<file path="src/rtl/regfile_sb.sv">
// regfile_sb: 2R/1W integer register file with per-register busy scoreboard.
// Optional same-cycle write-to-read bypass enabled by `define REGFILE_BYPASS_EN.
module regfile_sb #(
  parameter int XLEN     = 64,
  parameter int AW       = 5,
  parameter int ZERO_REG = 1
) (
  input  logic            clk,
  input  logic            rst,
  input  logic            wen,
  input  logic [AW-1:0]   waddr,
  input  logic [XLEN-1:0] wdata,
  input  logic [AW-1:0]   raddr1,
  input  logic [AW-1:0]   raddr2,
  output logic [XLEN-1:0] rdata1,
  output logic [XLEN-1:0] rdata2,
  output logic            busy1,
  output logic            busy2,
  input  logic            iss_en,
  input  logic [AW-1:0]   iss_rd,
  input  logic            flush,
  output logic [AW:0]     busy_cnt
);

  localparam int NREG = 1 << AW;

  logic [XLEN-1:0] regs [NREG];
  logic [NREG-1:0] busy;
  logic [NREG-1:0] busy_nxt;
  logic [AW:0]     cnt_nxt;

  logic wr_ok;
  logic iss_ok;
  logic rz1;
  logic rz2;

  assign wr_ok  = wen
    && !(ZERO_REG != 0 && waddr == '0);
  assign iss_ok = iss_en
    && !(ZERO_REG != 0 && iss_rd == '0);
  assign rz1 = ZERO_REG != 0 && raddr1 == '0;
  assign rz2 = ZERO_REG != 0 && raddr2 == '0;

  // Next busy vector: writeback clears, issue sets (newer owner wins),
  // flush squashes everything.
  always_comb begin
    busy_nxt = busy;
    if (wen)
      busy_nxt[waddr] = 1'b0;
    if (iss_ok)
      busy_nxt[iss_rd] = 1'b1;
    if (flush)
      busy_nxt = '0;
    if (ZERO_REG != 0)
      busy_nxt[0] = 1'b0;
  end

  // Population count of the next busy vector.
  always_comb begin
    cnt_nxt = '0;
    for (int i = 0; i < NREG; i++)
      cnt_nxt = cnt_nxt + (AW+1)'(busy_nxt[i]);
  end

  // Data array write port.
  always_ff @(posedge clk or posedge rst) begin
    if (rst) begin
      for (int i = 0; i < NREG; i++)
        regs[i] <= '0;
    end else if (wr_ok) begin
      regs[waddr] <= wdata;
    end
  end

  // Busy bits and their registered count.
  always_ff @(posedge clk or posedge rst) begin
    if (rst) begin
      busy     <= '0;
      busy_cnt <= '0;
    end else begin
      busy     <= busy_nxt;
      busy_cnt <= cnt_nxt;
    end
  end

`ifdef REGFILE_BYPASS_EN
  logic hit1;
  logic hit2;

  assign hit1 = wr_ok && !rst
    && raddr1 == waddr;
  assign hit2 = wr_ok && !rst
    && raddr2 == waddr;

  // Read ports with writeback forwarding.
  always_comb begin
    rdata1 = regs[raddr1];
    rdata2 = regs[raddr2];
    busy1  = busy[raddr1];
    busy2  = busy[raddr2];
    if (hit1) begin
      rdata1 = wdata;
      if (!(iss_en && iss_rd == raddr1))
        busy1 = 1'b0;
    end
    if (hit2) begin
      rdata2 = wdata;
      if (!(iss_en && iss_rd == raddr2))
        busy2 = 1'b0;
    end
    if (rz1) begin
      rdata1 = '0;
      busy1  = 1'b0;
    end
    if (rz2) begin
      rdata2 = '0;
      busy2  = 1'b0;
    end
  end
`else
  // Read ports from stored state only.
  always_comb begin
    rdata1 = regs[raddr1];
    rdata2 = regs[raddr2];
    busy1  = busy[raddr1];
    busy2  = busy[raddr2];
    if (rz1) begin
      rdata1 = '0;
      busy1  = 1'b0;
    end
    if (rz2) begin
      rdata2 = '0;
      busy2  = 1'b0;
    end
  end
`endif

endmodule
</file>
<file path="config.mk">
export PLATFORM = sky130hd
export DESIGN_NAME = regfile_sb
export DESIGN_NICKNAME = d
export VERILOG_FILES = /design/src/rtl/regfile_sb.sv
export SDC_FILE = /design/constraint.sdc
export NUM_CORES = 2
export LEC_CHECK = 0
export CORE_MARGIN = 2
export CORE_UTILIZATION = 40
export CTS_CLUSTER_DIAMETER = 60
export DETAILED_ROUTE_END_ITERATION = 8
export PLACE_DENSITY = 0.51
export SLEW_MARGIN = 10
export SYNTH_ARGS = -nofsm -noshare
export SYNTH_HDL_FRONTEND = slang
export SYNTH_SLANG_ARGS = --single-unit
</file>
<file path="constraint.sdc">
create_clock -name clk -period 75 [get_ports clk]
set_input_delay 7.5 -clock clk [delete_from_list [all_inputs] [get_ports clk]]
set_output_delay 7.5 -clock clk [all_outputs]
set_load 0.02 [all_outputs]
</file>
==> summary.md <==
| Metric | Value |
|---|---|
| WP buf/inv | 7 |
| Final-report hold violation count | 0 |
| CTS tree | done |
| Reg2reg start | busy[26]$_DFF_PP0_ |
| Busiest grt layer | met2 |
| Hold Startpoint | regs[2002]$_DFFE_PP0P_ |
| Commonest cells in the netlist | dfrtp_1, mux2_2, mux4_2, clkbuf_1, mux2i_1 |
| Die area | 283300 um^2 |
| Total number of vias | 68080 |
| Placer Congestion | 0.8109 |
| Avg Inst Size Synth | 15.55 um^2 |
| DR WL/cell | 35.23 um |
| CP required | 67.50 ns |
| Routing usage on met3 | 4.156% |
| Antenna Nets Post-Route | 0 |
| GRT Residual Overflow | 0 |
| Crit-path cells | buf_8 -> buf_4 -> buf_4 -> buf_4 -> buf_4 -> mux4_4 -> mux4_2 -> nor2b_1 -> nor4_2 -> buf_4 -> clkdlybuf4s50_1 |
| Power Total | 0.003417 W |
| Total negative slack | 0 ns |
| Pwr dens | 27.46 nW/um^2 |
| Area leader, netlist | dfrtp_1 |
| Largest net degree at the start of global routing | 186 |
| Core footprint | 277000 um^2 |
| Vias/cell | 6.248 |
| Status | finished, final reports clean |
| Cts repair resizes | 0 |
| Total wire length | 383900 um |
| Max incr delay on CP | 0.73 ns |
| Crit-path max FO | 63 |
| First-pass GRT wire length | 553400 um |
| Setup violations, final | 0 |
| Nets@finish | 7122 |
| Ranking of synthesized cells by area | dfrtp_1, mux4_2, mux2_2, mux2i_1, buf_2 |
| Slowest cell on the critical path | buf_4 |
| Leakage power | 53.56 nW |
| Final min period | 20.57 ns |
| Initial Utilization | 40.29% |
| YS warnings | 0 |
| Area share of the largest cell type after synthesis | 46.75% |
| Met2 global-route usage | 43.23% |
| Die width | 532.2 um |
| Worst setup SP type | input pin |
| GRT met1 Usage | 38.42% |
| CTS root buf | clkbuf_16 |
| 1st-pass router iterations | 6 |
| Syn nets | 7297 |
| R2R Path End | busy_cnt[4]$_DFF_PP0_ |
| CTS Hold Buffers Added | 0 |
| Crit path kind | input pin to output pin |
| Worst clock skew | 0.005528 ns |
| Fin crit share | 27.42% |
| Post-Syn Instances | 7178 |
| Worst Max-Slew Pin Slew | 1.289 ns |
| Clock Tree Buf Depth | 4 |
| Ys flop type | dfrtp_1 |
| Hold EP | regs[2002]$_DFFE_PP0P_ |
| Register area share after synthesis | 46.75% |
| Vias in the first global route | 72070 |
| Die Y | 532.2 um |
| Clock sink count | 2085 |
| Max-Cap Viols | 0 |
| Buffers on Ports | 224 |
| DP Wirelength | 211800 um |
| Synth Cell Area | 111600 um^2 |
| Area Overhead vs Synth | 11.50% |
| Site row count | 193 |
| Reg2reg setup slack | 69.80 ns |
| Ports | 225 |
| Worst-path clk slew | 0.06 ns |
| Cell count of the worst reg-to-reg path | 17 |
| Drt drc | 0 |
| Max Clk Rate | 48.62 MHz |
| WHS Path Cells | 0 |
| CTS H-tree depth | 4 |
| CP arrival | 13.07 ns |
| Crit path max-delay family | buffers and inverters |
| RSZ-0062 raised after global routing | no |
| Worst setup EP type | output pin |
| Final slew viol count | 0 |
| Post-synth EDFFs | 0 |
| Overall Global Routing Usage | 26.99% |
| Post-synth ARST share | 100.0% |
| Most Frequent Cell on Critical Path | buf_4 |
| Library cells used by synthesis | 70 |
| Yosys reg bits | 2085 |
| Post-CTS Setup Inserts | 0 |
| First DRT Iteration DRCs | 5620 |
| Hold Path Class | flip-flop to flip-flop |
| Slew headroom | 14.08% |
| Count leader, synth | dfrtp_1 |
| Clock latency on the worst-skew pair | 0.87 ns |
| Num CTS Buffers | 246 |
| Fraction of final layout cells sized beyond drive strength 1 | 51.29% |
| Initial antenna violation count | 33 |
| Peak supply drop | 0.02043 mV |
area by class of cell:
cell class,instances,area (um^2)
Fill cell,24320,152500
Sequential cell,2085,52180
Clock buffer,360,7167
Timing Repair Buffer,400,3806
Inverter,41,167.7
Antenna cell,6,15.01
Multi-Input combinational cell,4229,55590
Clock inverter,71,884.6
Tap cell,3705,4636
power breakdown:
group | leakage [nW] | total [W] | internal, W | switching [W]
combinational | 22.8 | 0.000712 | 0.000425 | 0.000288
clock | 3.97 | 0.00121 | 0.000718 | 0.000497
sequential | 26.8 | 0.00149 | 0.00134 | 0.000154
total | 53.6 | 0.00342 | 0.00248 | 0.000939
per-stage QoR:
step | hold WS (ns) | area [um^2] | setup slack (ns) | cells | utilization (%)
final | 0.3758 | 124400 | 54.43 | 10900 | 44.93
after global routing | 0.3841 | 124400 | 54.17 | 10890 | 44.93
after CTS | 0.3770 | 124400 | 54.23 | 10890 | 44.92
after detailed placement | 0.3635 | 116400 | 54.25 | 10460 | 42.02
after global placement | 0.3604 | 116400 | 53.89 | 10460 | 42.01
after floorplan | 0.4246 | 111600 | 8.601 | 7178 | -
how the worst max path moves through the flow:
stage	from	end	slack [ns]	cells past startpoint
6_report	raddr1[1]	rdata1[52]	54.43	11
5_1_grt	raddr1[1]	rdata1[36]	54.17	11
4_1_cts	raddr1[1]	rdata1[36]	54.23	11
3_5_place_dp	raddr1[1]	rdata1[36]	54.25	11
3_3_place_gp	raddr1[1]	rdata1[52]	53.89	11
2_1_floorplan	rst	busy[10]$_DFF_PP0_	8.60	1
state kept, by name, summed over array words and instances, names as in the netlist:
register	flops
busy	31
busy_cnt	6
regs	2048
logic make-up after synthesis:
family	count (synthesis)	synth area share [%]
XOR/XNOR	2	0.01570
AO/OA/AOI/OAI	399	2.499
buffers and inverters	864	3.696
adder cells (fa/ha/maj)	30	0.4910
AND/OR/NAND/NOR	345	1.561
multiplexers	3453	44.99
flip-flops	2085	46.75
layer usage:
metal | vias up | wire, um | part of all wire [%]
li1 | 27390 | - | -
met1 | 38130 | 171600 | 45
met2 | 1996 | 182100 | 47
met3 | 548 | 20100 | 5.2
met4 | 16 | 10020 | 2.6
met5 | - | 103 | 0.027
cells in the final DEF (no fill, tap or decap), types with 17 or more instances in the layout:
| cell | synthesis | final |
|---|---|---|
| a21o_1 | 62 | 62 |
| a21oi_1 | 53 | 52 |
| a22oi_1 | 53 | 53 |
| a2bb2oi_1 | 41 | 41 |
| buf_4 | 57 | 160 |
| bufinv_16 | 0 | 18 |
| clkbuf_1 | 374 | 58 |
| clkbuf_16 | 0 | 248 |
| clkbuf_8 | 0 | 54 |
| clkdlybuf4s50_1 | 0 | 214 |
| clkinv_2 | 0 | 36 |
| dfrtp_1 | 2085 | 2085 |
| fa_1 | 23 | 23 |
| inv_1 | 39 | 37 |
| mux2_1 | 22 | 22 |
| mux2_2 | 2022 | 2022 |
| mux2i_1 | 366 | 366 |
| mux4_2 | 1032 | 1032 |
| nand2_1 | 137 | 121 |
| nand3_1 | 43 | 43 |
| nand3b_1 | 17 | 17 |
| nor2_1 | 36 | 30 |
| nor2_4 | 4 | 17 |
| nor2b_1 | 24 | 19 |
| o21ai_0 | 18 | 18 |
| o21ai_1 | 40 | 40 |
| o22ai_1 | 59 | 59 |
worst register-to-register path, cell delays in order, from the launching register on:
cell and delay, ns:
dfrtp_1 0.38, o21ai_0 0.12, a21o_1 0.24, fa_1 0.48, fa_1 0.52, inv_1 0.05
fa_1 0.49, inv_1 0.06, fa_1 0.52, fa_1 0.45, fa_1 0.54, fa_1 0.28
inv_1 0.09, fa_1 0.46, nand2_1 0.08, nand2_1 0.05, a21oi_1 0.16, xnor2_1 0.14
Note: power is estimated with default switching activity, not from simulation.
